File: src/rtl/bldc_pkg.sv
// Shared types and helpers for the six-step BLDC commutation controller:
// per-leg request encoding, hall code constants and the commutation table.
package bldc_pkg;

  // What a half-bridge leg is asked to do this cycle.
  typedef enum logic [1:0] {
    LEG_OFF = 2'd0,
    LEG_HI  = 2'd1,
    LEG_LO  = 2'd2
  } leg_req_e;

  // Requests for the three legs A, B, C.
  typedef struct packed {
    leg_req_e a;
    leg_req_e b;
    leg_req_e c;
  } leg_set_t;

  // Hall codes, written as {H3,H2,H1}.
  localparam logic [2:0] HALL_101 = 3'b101;
  localparam logic [2:0] HALL_100 = 3'b100;
  localparam logic [2:0] HALL_110 = 3'b110;
  localparam logic [2:0] HALL_010 = 3'b010;
  localparam logic [2:0] HALL_011 = 3'b011;
  localparam logic [2:0] HALL_001 = 3'b001;
  localparam logic [2:0] HALL_BAD_000 = 3'b000;
  localparam logic [2:0] HALL_BAD_111 = 3'b111;

  // True for the two codes a healthy sensor set never produces.
  function automatic logic hall_invalid(input logic [2:0] code);
    return (code == HALL_BAD_000) || (code == HALL_BAD_111);
  endfunction

  // Hall code + direction -> leg requests. In each sector one leg is the
  // PWM high side (LEG_HI), one is the static low side (LEG_LO) and the third
  // floats. Reverse direction swaps the roles of the two driven phases.
  function automatic leg_set_t commutate(input logic [2:0] code, input logic dir);
    leg_set_t s;
    leg_req_e fwd_hi;
    leg_req_e fwd_lo;
    s = '{a: LEG_OFF, b: LEG_OFF, c: LEG_OFF};
    fwd_hi = dir ? LEG_LO : LEG_HI;
    fwd_lo = dir ? LEG_HI : LEG_LO;
    case (code)
      HALL_101: begin s.a = fwd_hi; s.b = fwd_lo; end
      HALL_100: begin s.a = fwd_hi; s.c = fwd_lo; end
      HALL_110: begin s.b = fwd_hi; s.c = fwd_lo; end
      HALL_010: begin s.b = fwd_hi; s.a = fwd_lo; end
      HALL_011: begin s.c = fwd_hi; s.a = fwd_lo; end
      HALL_001: begin s.c = fwd_hi; s.b = fwd_lo; end
      default:  s = '{a: LEG_OFF, b: LEG_OFF, c: LEG_OFF};
    endcase
    return s;
  endfunction

endpackage

File: src/rtl/bldc_deadtime_leg.sv
// One half-bridge leg with dead-time insertion. Turn-off follows the request
// with one register of delay; turn-on of a side waits until the opposite side
// has been off for DEAD_CYC cycles. Each side keeps a saturating off-counter
// that is held at zero while that side is on.
module bldc_deadtime_leg #(
  parameter int DEAD_CYC = 4
) (
  input  logic clk,
  input  logic rst,
  input  logic hi_req,
  input  logic lo_req,
  output logic hi_out,
  output logic lo_out
);

  localparam logic [7:0] DEAD = 8'(DEAD_CYC);

  logic       hi_q, hi_d;
  logic       lo_q, lo_d;
  logic [7:0] hi_off_q, hi_off_d;
  logic [7:0] lo_off_q, lo_off_d;

  // Gate decisions and off-time bookkeeping. An off-counter >= 1 implies
  // that side is currently off, so the dead-time test alone is sufficient
  // to keep both switches from ever being on together.
  always_comb begin
    hi_d = hi_req && !lo_req && (lo_off_q >= DEAD);
    lo_d = lo_req && !hi_req && (hi_off_q >= DEAD);

    hi_off_d = hi_off_q;
    if (hi_d) begin
      hi_off_d = 8'd0;
    end else if (hi_off_q < DEAD) begin
      hi_off_d = hi_off_q + 8'd1;
    end

    lo_off_d = lo_off_q;
    if (lo_d) begin
      lo_off_d = 8'd0;
    end else if (lo_off_q < DEAD) begin
      lo_off_d = lo_off_q + 8'd1;
    end
  end

  // Registered gate drives and off-counters.
  always_ff @(posedge clk) begin
    if (rst) begin
      hi_q     <= 1'b0;
      lo_q     <= 1'b0;
      hi_off_q <= 8'd0;
      lo_off_q <= 8'd0;
    end else begin
      hi_q     <= hi_d;
      lo_q     <= lo_d;
      hi_off_q <= hi_off_d;
      lo_off_q <= lo_off_d;
    end
  end

  assign hi_out = hi_q;
  assign lo_out = lo_q;

endmodule

File: src/rtl/bldc_six_step_ctrl.sv
// Six-step BLDC commutation controller: hall synchroniser and glitch filter,
// counter-compare PWM on the active high side with period-aligned duty
// updates, invalid-hall fault latch, brake/enable handling, and three
// dead-time legs driving the inverter gates.
module bldc_six_step_ctrl
  import bldc_pkg::*;
#(
  parameter int PWM_W    = 8,
  parameter int DEAD_CYC = 4,
  parameter int FILT_LEN = 3
) (
  input  logic             CLK,
  input  logic             RST,
  input  logic             EN,
  input  logic             DIR,
  input  logic             BRAKE,
  input  logic [PWM_W-1:0] DUTY,
  input  logic             H1,
  input  logic             H2,
  input  logic             H3,
  output logic             A_OUT,
  output logic             B_OUT,
  output logic             C_OUT,
  output logic             AA_OUT,
  output logic             BB_OUT,
  output logic             CC_OUT,
  output logic             FAULT,
  output logic [2:0]       SECTOR,
  output logic             PWM_SYNC
);

  // Last counter value of a period; the period is 2^PWM_W-1 cycles.
  localparam logic [PWM_W-1:0] CNT_MAX = {{(PWM_W-1){1'b1}}, 1'b0};
  localparam logic [3:0]       FILT    = 4'(FILT_LEN);

  // Hall path state.
  logic [2:0] hs1_q, hs2_q;
  logic [1:0] vld_q;
  logic [2:0] cand_q, cand_d;
  logic [3:0] fcnt_q, fcnt_d;
  logic [2:0] sector_q, sector_d;
  logic       fault_q, fault_d;
  logic       accept;

  // PWM state.
  logic [PWM_W-1:0] cnt_q, cnt_d;
  logic [PWM_W-1:0] shadow_q, shadow_d;
  logic             sync_q, sync_d;
  logic             pwm_on;

  // Leg requests, index 0 = A, 1 = B, 2 = C.
  leg_set_t   legs;
  logic [2:0] hi_req, lo_req;
  logic [2:0] hi_out, lo_out;

  // Two-flop synchroniser; vld_q marks when it holds real pin samples so
  // the reset value of the flops is never accepted as a hall code.
  always_ff @(posedge CLK) begin
    if (RST) begin
      hs1_q <= 3'b000;
      hs2_q <= 3'b000;
      vld_q <= 2'b00;
    end else begin
      hs1_q <= {H3, H2, H1};
      hs2_q <= hs1_q;
      vld_q <= {vld_q[0], 1'b1};
    end
  end

  // Glitch filter: count consecutive equal samples, accept at FILT_LEN.
  // Invalid accepted codes latch the fault while enabled; EN=0 clears it.
  always_comb begin
    cand_d   = cand_q;
    fcnt_d   = fcnt_q;
    sector_d = sector_q;
    accept   = 1'b0;
    if (!vld_q[1]) begin
      fcnt_d = 4'd0;
    end else if ((fcnt_q == 4'd0) || (hs2_q != cand_q)) begin
      cand_d = hs2_q;
      fcnt_d = 4'd1;
    end else if (fcnt_q != FILT) begin
      fcnt_d = fcnt_q + 4'd1;
    end
    if (fcnt_d == FILT) begin
      accept   = 1'b1;
      sector_d = cand_d;
    end
    fault_d = EN ? (fault_q | (accept & hall_invalid(cand_d))) : 1'b0;
  end

  // Hall filter, accepted sector and fault registers.
  always_ff @(posedge CLK) begin
    if (RST) begin
      cand_q   <= 3'b000;
      fcnt_q   <= 4'd0;
      sector_q <= 3'b000;
      fault_q  <= 1'b0;
    end else begin
      cand_q   <= cand_d;
      fcnt_q   <= fcnt_d;
      sector_q <= sector_d;
      fault_q  <= fault_d;
    end
  end

  // PWM counter with shadowed duty; the shadow loads on the last count so a
  // new duty always starts on a period boundary.
  always_comb begin
    if (!EN) begin
      cnt_d = '0;
    end else if (cnt_q == CNT_MAX) begin
      cnt_d = '0;
    end else begin
      cnt_d = cnt_q + 1'b1;
    end
    shadow_d = (cnt_q == CNT_MAX) ? DUTY : shadow_q;
    sync_d   = EN && (cnt_d == '0);
    pwm_on   = (cnt_q < shadow_q);
  end

  // PWM counter, duty shadow and sync pulse registers.
  always_ff @(posedge CLK) begin
    if (RST) begin
      cnt_q    <= '0;
      shadow_q <= '0;
      sync_q   <= 1'b0;
    end else begin
      cnt_q    <= cnt_d;
      shadow_q <= shadow_d;
      sync_q   <= sync_d;
    end
  end

  // Leg requests in priority order: fault, disable, brake, commutation.
  always_comb begin
    legs = commutate(sector_q, DIR);
    if (fault_q || !EN) begin
      legs = '{a: LEG_OFF, b: LEG_OFF, c: LEG_OFF};
    end else if (BRAKE) begin
      legs = '{a: LEG_LO, b: LEG_LO, c: LEG_LO};
    end
    hi_req[0] = (legs.a == LEG_HI) && pwm_on;
    hi_req[1] = (legs.b == LEG_HI) && pwm_on;
    hi_req[2] = (legs.c == LEG_HI) && pwm_on;
    lo_req[0] = (legs.a == LEG_LO);
    lo_req[1] = (legs.b == LEG_LO);
    lo_req[2] = (legs.c == LEG_LO);
  end

  bldc_deadtime_leg #(.DEAD_CYC(DEAD_CYC)) u_leg_a (
    .clk(CLK), .rst(RST), .hi_req(hi_req[0]), .lo_req(lo_req[0]),
    .hi_out(hi_out[0]), .lo_out(lo_out[0])
  );

  bldc_deadtime_leg #(.DEAD_CYC(DEAD_CYC)) u_leg_b (
    .clk(CLK), .rst(RST), .hi_req(hi_req[1]), .lo_req(lo_req[1]),
    .hi_out(hi_out[1]), .lo_out(lo_out[1])
  );

  bldc_deadtime_leg #(.DEAD_CYC(DEAD_CYC)) u_leg_c (
    .clk(CLK), .rst(RST), .hi_req(hi_req[2]), .lo_req(lo_req[2]),
    .hi_out(hi_out[2]), .lo_out(lo_out[2])
  );

  assign A_OUT    = hi_out[0];
  assign B_OUT    = hi_out[1];
  assign C_OUT    = hi_out[2];
  assign AA_OUT   = lo_out[0];
  assign BB_OUT   = lo_out[1];
  assign CC_OUT   = lo_out[2];
  assign FAULT    = fault_q;
  assign SECTOR   = sector_q;
  assign PWM_SYNC = sync_q;

endmodule
File: config.mk
export PLATFORM = sky130hd
export DESIGN_NAME = bldc_six_step_ctrl
export DESIGN_NICKNAME = d
export VERILOG_FILES = /design/src/rtl/bldc_pkg.sv /design/src/rtl/bldc_deadtime_leg.sv /design/src/rtl/bldc_six_step_ctrl.sv
export SDC_FILE = /design/constraint.sdc
export NUM_CORES = 1
export LEC_CHECK = 0
export CAP_MARGIN = 25
export CELL_PAD_IN_SITES_DETAIL_PLACEMENT = 1
export CELL_PAD_IN_SITES_GLOBAL_PLACEMENT = 2
export CORE_UTILIZATION = 38
export DETAILED_ROUTE_END_ITERATION = 6
export PLACE_DENSITY_LB_ADDON = 0.1
export SYNTH_ARGS = -nofsm -noshare
export SYNTH_HDL_FRONTEND = slang
export SYNTH_SLANG_ARGS = --single-unit
File: constraint.sdc
create_clock -name CLK -period 2.22 [get_ports CLK]
set_input_delay 0.333 -clock CLK [delete_from_list [all_inputs] [get_ports CLK]]
set_output_delay 0.333 -clock CLK [all_outputs]
set_load 0.02 [all_outputs]
==> results of run 1 <==
==> critical path, delay by kind of cell (launching register included) <==
| family | cells | cell delay (ns) |
|---|---|---|
| buffers and inverters | 1 | 0.05 |
| AO/OA/AOI/OAI | 3 | 0.70 |
| AND/OR/NAND/NOR | 2 | 0.52 |
| flip-flops | 1 | 0.34 |
| adder cells (fa/ha/maj) | 1 | 0.28 |
==> metal layers <==
layer  track usage, %  vias to the layer above  part of all wire (%)
li1                 -                     1354                     -
met1            20.50                     1274                    50
met3            4.342                       10                   3.1
met2            24.21                       29                    45
met5                0                        -                     0
met4            5.590                        0                   1.4
==> flip-flops by register name (all words and copies together) (netlist names) <==
signal,count
FAULT,1
PWM_SYNC,1
SECTOR,3
cand_q,3
cnt_q,8
fcnt_q,4
hs1_q,3
hs2_q,3
shadow_q,8
u_leg_a.hi_off_q,8
u_leg_a.hi_out,1
u_leg_a.lo_off_q,8
u_leg_a.lo_out,1
u_leg_b.hi_off_q,8
u_leg_b.hi_out,1
u_leg_b.lo_off_q,8
u_leg_b.lo_out,1
u_leg_c.hi_off_q,8
u_leg_c.hi_out,1
u_leg_c.lo_off_q,8
u_leg_c.lo_out,1
vld_q,2
==> cell families after synthesis <==
family / Yosys count / share of synthesized area, %
flip-flops: 90 / 45.93
multiplexers: 21 / 5.423
AND/OR/NAND/NOR: 148 / 26.28
XOR/XNOR: 16 / 3.572
buffers and inverters: 34 / 3.318
adder cells (fa/ha/maj): 23 / 7.337
AO/OA/AOI/OAI: 43 / 8.134
==> per-stage QoR <==
step,setup slack (ns),instances,hold slack [ns],power (mW)
after CTS,0.1761,549,0.3247,3.182
after global placement,0.08599,533,0.4180,2.107
after detailed placement,0.03320,533,0.4311,2.129
after global routing,0.03530,549,0.3331,3.303
after floorplan,0.4203,375,0.4138,2.019
final,0.2107,549,0.3288,3.116
==> path summary, 6_finish.rpt <==
check,start,endpoint,slack (ns),cells after the start
min,RST,shadow_q[7]$_SDFFE_PP0P_,0.33,2
min reg2reg,vld_q[0]$_DFF_P_,vld_q[1]$_SDFF_PP0_,0.45,1
max reg2reg,shadow_q[5]$_SDFFE_PP0P_,u_leg_a.hi_off_q[6]$_SDFFE_PP0P_,0.21,7
max,shadow_q[5]$_SDFFE_PP0P_,u_leg_a.hi_off_q[6]$_SDFFE_PP0P_,0.21,7
==> layout make-up <==
type | instances | area share (%)
clock inverter | 6 | 1.074
multi-input combinational | 251 | 43.81
clock buffer | 10 | 2.808
tap | 133 | 3.662
inverter | 25 | 2.065
timing repair buffer | 34 | 6.938
sequential | 90 | 39.65
==> cell usage in the layout (no fill, tap or decap), types with 5 or more instances in the layout <==
cell and count:
mux2i_1 19, xnor2_1 10, and2_1 17, nor3_2 9, nor2_1 28, xor2_1 6, dfxtp_1 90, nor2b_1 18
a21oi_1 17, inv_1 24, ha_1 23, clkbuf_8 9, clkdlybuf4s50_1 25, nor3b_2 15, nand3_1 5, buf_4 8
nand2_1 16
==> power groups by stage <==
stage	Sequential, mW	Clock [mW]	Combinational, mW
global route	1.75	1.15	0.395
CTS	1.74	1.09	0.351
global placement	1.78	0	0.331
finish	1.74	1.03	0.342
floorplan	1.77	0	0.251
detailed placement	1.78	0	0.348
==> synthesized netlist by cell type, drive strengths merged, types with 6 or more instances <==
| cell | number |
|---|---|
| nor3 | 15 |
| xnor2 | 10 |
| and2 | 20 |
| nor3b | 19 |
| nor2b | 18 |
| a21oi | 20 |
| inv | 24 |
| mux2i | 19 |
| nor2 | 28 |
| dfxtp | 90 |
| ha | 23 |
| xor2 | 6 |
| clkbuf | 7 |
| nand2 | 16 |
==> impl_metrics.ini, run 1 <==
[outcome]
status = completed

[logic_synthesis]
ys_flop_type = dfxtp_1
synthDistinctLibCells = 49
synth_edf_count = 0
postSynth.asyncResetShare_pct = 0
yosys.area.top_type_share_pct = 45.93
syn-num-nets = 414
synth_sequential_area_ratio_pct = 45.93
synthDominantAreaCellType = dfxtp_1
synth.cell_area_um2 = 3923
synth.avg_cell_area_um2 = 10.46
synthTopCellsByArea = dfxtp_1 (46%), ha_1 (7.3%), mux2i_1 (4.8%), nor3b_2 (4.8%), nor2b_1 (2.9%)
post_synthesis_instance_total = 375
count_of_synthesis_stage_warnings_from_yosys = 0
ys_seq_elements = 90

[placement]
gpl.final_weighted_congestion = 0.6809
place.port_buffers = 26
dpl.hpwl_um = 5571
placed_cell_area_um2 = 4368

[power]
p_clk_share_pct = 33.1
intPower_mw = 2.278
power.density_cell_area_nw_per_um2 = 685.6
leakage_nw = 1.857
switching_share_pct = 26.89
power.share.combinational_pct = 11.0
seqPwrFrac_pct = 55.9
peakVddDrop_v = 0.0004087
switchingPower_mw = 0.8377

[die]
die_width_um = 103.6
row_count = 36
fp.coreArea_um2 = 9910
initial_utilization_pct = 39.58
num_io_pins = 27
dieHeight_um = 103.6
area_of_the_die_um2 = 10730

[global_route]
globalRoute.totalOverflow = 0
grt_max_degree = 20
grt.total_usage_pct = 15.54
grt_pass1_wl_um = 13240
antenna_found_initial = 0
grt_pass1_vias = 2768

[sta]
setup_total_negative_slack_ns = 0
finalCritPeriodShare_pct = 90.51
post-route-min-period_ns = 2.009
slew_headroom_pct = 63.03
achievable-frequency_ghz = 0.4977
rsz0062_at_grt = no
timing.clock.skew_ns = 0.01242
setup-violations-final = 0
tightestPinTransition_ns = 0.5495
finalHoldViolCount = 0
maxSlewViolCount = 0

[drt]
dr_vias = 2667
remaining_drc_errors = 0
postRouteAntennaNets = 0
drt-total-wl_um = 7595
post_drt_via_cell_ratio = 4.858
drt-wirelength-per-cell_um = 13.83
drtPass1Iterations = 4
detail_route.iter0.violations = 51

[clocking]
clk_root_buffer_cell = clkbuf_8
cts_tree = yes
clock_sink_count = 90
cts.clk_slew.worst_paths_ns = 0.10
clockBufferDepth = 2
cts_hold_buf = 0
cts-htree-levels = 3
numCtsBuffers = 9
post_cts.resized_instances = 0
clk-insertion-delay-late_ns = 0.37
cts_setup_buffers = 0

[critical_path]
timing.critical_path.from_type = register
cpMaxStageDelayCell = or3_4
worst-endpoint-required_ns = 2.46
crit_path_cell_trace = inv_1 -> ha_1 -> a21oi_1 -> o2111ai_2 -> or3_4 -> a21oi_4 -> nor3b_2
critical_path_class = reg2reg
crit_arrival_ns = 2.25
slowest_delay_ns = 0.44
critPathMaxFanout = 8
crit_path_end_kind = register

[finish]
register_area_um2 = 1802
final_core_utilization_pct = 45.86
finish.instance_area_um2 = 4544
num_antenna_cells = 0
num-fill-cells = 1142
multiInputGateArea_um2 = 1991
areaGrowthSynthToFinish_pct = 15.85
ratio_of_cells_with_drive_above_1_in_the_final_layout_pct = 16.83
layout.nets = 450

[hold_path]
hold_class = in2reg

[run]
drv.max_cap_violation_count = 0
(Power assumes the default switching activity.)
==> run 2: changes to the inputs <==
==> constraint.sdc (replaced) <==
create_clock -name CLK -period 1.9 [get_ports CLK]
set_input_delay 0.285 -clock CLK [delete_from_list [all_inputs] [get_ports CLK]]
set_output_delay 0.285 -clock CLK [all_outputs]
set_load 0.005 [all_outputs]
==> run 2 against run 1 <==
First-iteration DRC count up 14%. Core utilization increased by 3.9 points. Critical path depth stayed put. Clock power is 57% higher. Sequential power increased by 17%. Die area is the same. Clock skew decreased by 0.0011 ns. Critical endpoint is now u_leg_c.hi_off_q[4]$_SDFFE_PP0P_. Hold slack got worse by 0.034 ns. Critical path type unchanged. Sequential cell count unchanged. Via count rose by 2.5%.
==> impl_metrics.ini, run 2 (synthesized netlist as in run 1, its figures left out) <==
[hold_path]
hold_end = shadow_q[6]$_SDFFE_PP0P_
hold_class = in2reg
hold-path-cell-count = 2
timing.hold.worst.start = RST

[power]
seqPwrFrac_pct = 49.9
switchingPower_mw = 0.9807
p_clk_share_pct = 39.7
intPower_mw = 3.093
peakVddDrop_v = 0.0005189
switching_share_pct = 24.07
power.density_cell_area_nw_per_um2 = 825.8
power.share.combinational_pct = 10.5
leakage_nw = 2.013

[global_route]
grt_pass1_vias = 2816
globalRoute.totalOverflow = 0
antenna_found_initial = 0
grt.total_usage_pct = 15.98
grt_pass1_wl_um = 13540
grt_max_degree = 37

[drt]
post_drt_via_cell_ratio = 4.815
drtPass1Iterations = 4
postRouteAntennaNets = 0
remaining_drc_errors = 0
drt-total-wl_um = 7832
drt-wirelength-per-cell_um = 13.79
topRoutingLayerUsed = met4
wl_met3_um = 250
dr_wl_met2_um = 3517
detail_route.iter0.violations = 58
dr_vias = 2735
detail_route.wirelength.met1_um = 3915

[sta]
slew_headroom_pct = 60.99
tightestPinTransition_ns = 0.5806
post-route-min-period_ns = 1.822
maxSlewViolCount = 0
finalHoldViolCount = 0
achievable-frequency_ghz = 0.5490
timing.clock.skew_ns = 0.01135
final_critical_path_setup_slack_ns = 0.07848
setup-violations-final = 0
rsz0062_at_grt = yes
finalCritPeriodShare_pct = 95.87

[placement]
gpl.final_weighted_congestion = 0.7133
placed_cell_area_um2 = 4573
dpl.hpwl_um = 5636
place_ws_ns = -0.2088
place.port_buffers = 26

[clocking]
numCtsBuffers = 9
cts_hold_buf = 0
cts_tree = yes
clk-insertion-delay-late_ns = 0.37
clock_sink_count = 90
clk_root_buffer_cell = clkbuf_8
cts-htree-levels = 3
cts.clk_slew.worst_paths_ns = 0.09
clockBufferDepth = 2

[finish]
final_core_utilization_pct = 49.79
layout.nets = 469
ratio_of_cells_with_drive_above_1_in_the_final_layout_pct = 24.37
mostFrequentLayoutCell = dfxtp_1
num_antenna_cells = 0
areaGrowthSynthToFinish_pct = 25.77
finish.instance_area_um2 = 4933
layout_common_cells = dfxtp_1 (86), nor2_1 (28), clkdlybuf4s50_1 (25), inv_1 (23), buf_4 (22)

[critical_path]
crit_arrival_ns = 2.07
path_delay_family = simple AND/OR/NAND/NOR gates
slowest_delay_ns = 0.43
critical_path.reg2reg.endpoint = u_leg_c.hi_off_q[4]$_SDFFE_PP0P_
cpMaxStageDelayCell = or3_4
r2r_cells = 7
timing.critical_path.from_type = register
crit_path_frequent_cell = a21oi_4
timing.rr.start = cnt_q[5]$_SDFF_PP0_
critical_path_class = reg2reg
crit_path_cell_trace = ha_4 -> a21oi_4 -> o2111ai_4 -> or3_4 -> a21oi_4 -> buf_12 -> nor3b_2
critPathMaxFanout = 8
crit_buf_inv = 1
worst-endpoint-required_ns = 2.15
r2r_slack_ns = 0.08
crit_path_end_kind = register

[die]
row_count = 36
dieHeight_um = 103.6
num_io_pins = 27
die_width_um = 103.6
area_of_the_die_um2 = 10730
fp.coreArea_um2 = 9910
initial_utilization_pct = 39.58

[outcome]
status = completed

[run]
drv.max_cap_violation_count = 0
run 2: changes by cell type in the layout (fill, tap and decap cells not counted), moves of 3 or more:
cell	delta
buf_4	+14
buf_12	+5
dfxtp_1	-4
dfxtp_2	+4
ha_1	-4
ha_4	+4
a21oi_1	-3
bufinv_16	+3
inv_6	-3
run 2: final cells by class:
cell class | count | area [µm²]
Fill cell | 1109 | 4976
Multi-Input combinational cell | 251 | 2097
Sequential cell | 90 | 1807
Timing Repair Buffer | 53 | 520.5
Tap cell | 133 | 166.4
Clock buffer | 10 | 137.6
Clock inverter | 6 | 111.4
Inverter | 25 | 93.84
run 2: repair_timing:
item                                    in CTS  in global routing
pin swaps                                    5                  4
setup buffers                                0                  0
endpoints found under the setup margin      25                 38
resized for setup                            3                 16
run 2: per-layer routing:
layer	vias to the layer above	global-route usage, %
met3	11	4.279
met5	-	0
li1	1385	-
met4	0	7.143
met1	1303	20.79
met2	36	24.74
run 2: worst max path at each step:
stage	start	end	depth (start not counted)
6_report	cnt_q[5]$_SDFF_PP0_	u_leg_c.hi_off_q[4]$_SDFFE_PP0P_	7
5_1_grt	shadow_q[5]$_SDFFE_PP0P_	u_leg_c.hi_off_q[2]$_SDFFE_PP0P_	8
4_1_cts	shadow_q[5]$_SDFFE_PP0P_	u_leg_c.hi_off_q[4]$_SDFFE_PP0P_	8
3_5_place_dp	DIR	u_leg_b.lo_off_q[4]$_SDFFE_PP0P_	6
3_3_place_gp	DIR	u_leg_b.lo_off_q[4]$_SDFFE_PP0P_	6
2_1_floorplan	shadow_q[7]$_SDFFE_PP0P_	u_leg_b.hi_off_q[3]$_SDFFE_PP0P_	7
run 2: power groups by stage:
stage	clock (mW)	sequential [mW]	combinational, mW
finish	1.62	2.03	0.426
global placement	0	2.07	0.402
detailed placement	0	2.08	0.426
global route	1.77	2.05	0.488
floorplan	0	2.06	0.294
CTS	1.68	2.03	0.429
run 2: stage by stage:
| step | hold slack (ns) | TNS [ns] | total power, mW | std cells |
|---|---|---|---|---|
| floorplan | 0.4132 | 0 | 2.357 | 375 |
| global placement | 0.4198 | -6.274 | 2.474 | 552 |
| detailed placement | 0.4304 | -7.317 | 2.503 | 552 |
| CTS | 0.2857 | 0 | 4.140 | 568 |
| global route | 0.2958 | 0 | 4.304 | 568 |
| finish | 0.2943 | 0 | 4.074 | 568 |
==> run 3: changes to the inputs <==
--- a/config.mk
+++ b/config.mk
@@ -9,8 +9,9 @@
 export CELL_PAD_IN_SITES_DETAIL_PLACEMENT = 1
 export CELL_PAD_IN_SITES_GLOBAL_PLACEMENT = 2
 export CORE_UTILIZATION = 38
+export CTS_CLUSTER_DIAMETER = 60
 export DETAILED_ROUTE_END_ITERATION = 6
-export PLACE_DENSITY_LB_ADDON = 0.1
+export PLACE_DENSITY_LB_ADDON = 0.05
 export SYNTH_ARGS = -nofsm -noshare
 export SYNTH_HDL_FRONTEND = slang
 export SYNTH_SLANG_ARGS = --single-unit
==> run 3 against run 2 <==
Global-route usage shrank 0.088 points. Critical endpoint is now u_leg_c.hi_off_q[5]$_SDFFE_PP0P_. Die area is the same. Sequential share of layout area grew 0.49 points. Critical path type unchanged. Design area shrank 1.4%. First-iteration DRC count grew 5.2%. Fmax shrank 0.11%. Clock power shrank 12%. Routed wire length shrank 1.2%. Count of clock-buffer cells in the layout grew 1. Power shrank 4.4%. Via count shrank 1.9%.
==> impl_metrics.ini, run 3 (synthesized netlist as in run 1, its figures left out) <==
[sta]
tightestPinTransition_ns = 0.5365
setup-violations-final = 0
post-route-min-period_ns = 1.823
setup_total_negative_slack_ns = 0
achievable-frequency_ghz = 0.5484
hold-worst-slack_ns = 0.2508
finalCritPeriodShare_pct = 95.97
rsz0062_at_grt = no
timing.clock.skew_ns = 0.01056
finalHoldViolCount = 0
slew_headroom_pct = 63.96
maxSlewViolCount = 0

[finish]
layoutNonFillerInstCount = 568
multiInputGateArea_um2 = 2057
areaGrowthSynthToFinish_pct = 24.02
layout_common_cells = dfxtp_1 (87), nor2_1 (28), inv_1 (24), clkdlybuf4s50_1 (24), buf_4 (22)
num-fill-cells = 1090
num_antenna_cells = 0
finish.instance_area_um2 = 4865
ratio_of_cells_with_drive_above_1_in_the_final_layout_pct = 23.45
mostFrequentLayoutCell = dfxtp_1
layout.nets = 469
register_area_um2 = 1805

[drt]
drtPass1Iterations = 4
drt-wirelength-per-cell_um = 13.63
detail_route.iter0.violations = 61
dr_vias = 2682
drt-total-wl_um = 7741
postRouteAntennaNets = 0
remaining_drc_errors = 0
post_drt_via_cell_ratio = 4.722

[placement]
dp.cells = 552
gpl.final_weighted_congestion = 0.7102
place.port_buffers = 26
dpl.hpwl_um = 5725
placed_cell_area_um2 = 4573

[global_route]
grt_pass1_vias = 2762
grt.total_usage_pct = 15.90
grt_pass1_wl_um = 13410
globalRoute.totalOverflow = 0
grt_max_degree = 43
antenna_found_initial = 0

[critical_path]
crit_arrival_ns = 2.08
critical_path_class = reg2reg
crit_path_cell_trace = inv_1 -> ha_4 -> a21oi_2 -> o2111ai_2 -> or3_4 -> a21oi_4 -> buf_12 -> nor3b_2
critPathMaxFanout = 8
worst-endpoint-required_ns = 2.15
slowest_delay_ns = 0.38
timing.critical_path.from_type = register
cpMaxStageDelayCell = or3_4
crit_path_end_kind = register

[die]
num_io_pins = 27
fp.coreArea_um2 = 9910
dieHeight_um = 103.6
row_count = 36
die_width_um = 103.6
area_of_the_die_um2 = 10730
initial_utilization_pct = 39.58

[clocking]
numCtsBuffers = 9
cts_tree = yes
clockBufferDepth = 2
cts-htree-levels = 3
clock_sink_count = 90
clk-insertion-delay-late_ns = 0.37
cts_setup_buffers = 0
cts.clk_slew.worst_paths_ns = 0.09
clk_root_buffer_cell = clkbuf_8

[power]
power.density_cell_area_nw_per_um2 = 800.2
leakage_nw = 2.003
power_mw = 3.893
peakVddDrop_v = 0.0005554

[run]
drv.max_cap_violation_count = 0

[hold_path]
hold_class = in2reg

[outcome]
status = completed
run 3: worst max-delay path, delay by kind of cell, from the launching register on:
kind	cells	cell delay, ns
compound gates	3	0.52
simple gates	2	0.42
flops	1	0.32
buf+inv	2	0.23
fa+ha+maj	1	0.21
run 3: routing by layer:
layer	vias up	track usage, %	part of all wire (%)
met3	5	6.104	3.6
met5	-	0	0
met4	0	4.969	1.0
li1	1379	-	-
met2	33	24.21	46
met1	1265	20.66	50
run 3: what timing repair did:
action                                 4_1_cts  5_1_grt
pin swaps                                    5        0
setup endpoints to repair                   27       29
hold buffers                                 0        0
endpoints found under the hold margin        0        0
cloned                                       0        0
gates resized for setup                      7        8
run 3: area by class of cell:
type / count / area share [%]
clock buffer: 11 / 2.906
inverter: 25 / 1.929
multi-input combinational: 251 / 42.28
tap: 133 / 3.421
clock inverter: 5 / 1.595
timing repair buffer: 53 / 10.75
sequential: 90 / 37.11
run 3: through the flow:
| step | util (%) | worst slack (ns) |
|---|---|---|
| 3_5_place_dp | 46.15 | -0.2620 |
| 5_1_grt | 49.09 | 0.01020 |
| 3_3_place_gp | 46.15 | -0.2180 |
| 2_1_floorplan | - | 0.1004 |
| 6_report | 49.09 | 0.07652 |
| 4_1_cts | 48.78 | 0.02700 |
run 3: final timing paths:
path,from,to,slack [ns],depth (start not counted)
worst min-delay path,RST,shadow_q[7]$_SDFFE_PP0P_,0.25,2
worst min register to register,vld_q[0]$_DFF_P_,vld_q[1]$_SDFF_PP0_,0.44,1
worst max-delay path,shadow_q[5]$_SDFFE_PP0P_,u_leg_c.hi_off_q[5]$_SDFFE_PP0P_,0.08,8
worst max register to register,shadow_q[5]$_SDFFE_PP0P_,u_leg_c.hi_off_q[5]$_SDFFE_PP0P_,0.08,8
run 3: where the power goes:
group / leakage, nW / internal [mW] / switching, mW
sequential: 0.733 / 1.97 / 0.0593
clock: 0.109 / 0.772 / 0.660
combinational: 1.16 / 0.211 / 0.217
total: 2.00 / 2.96 / 0.937
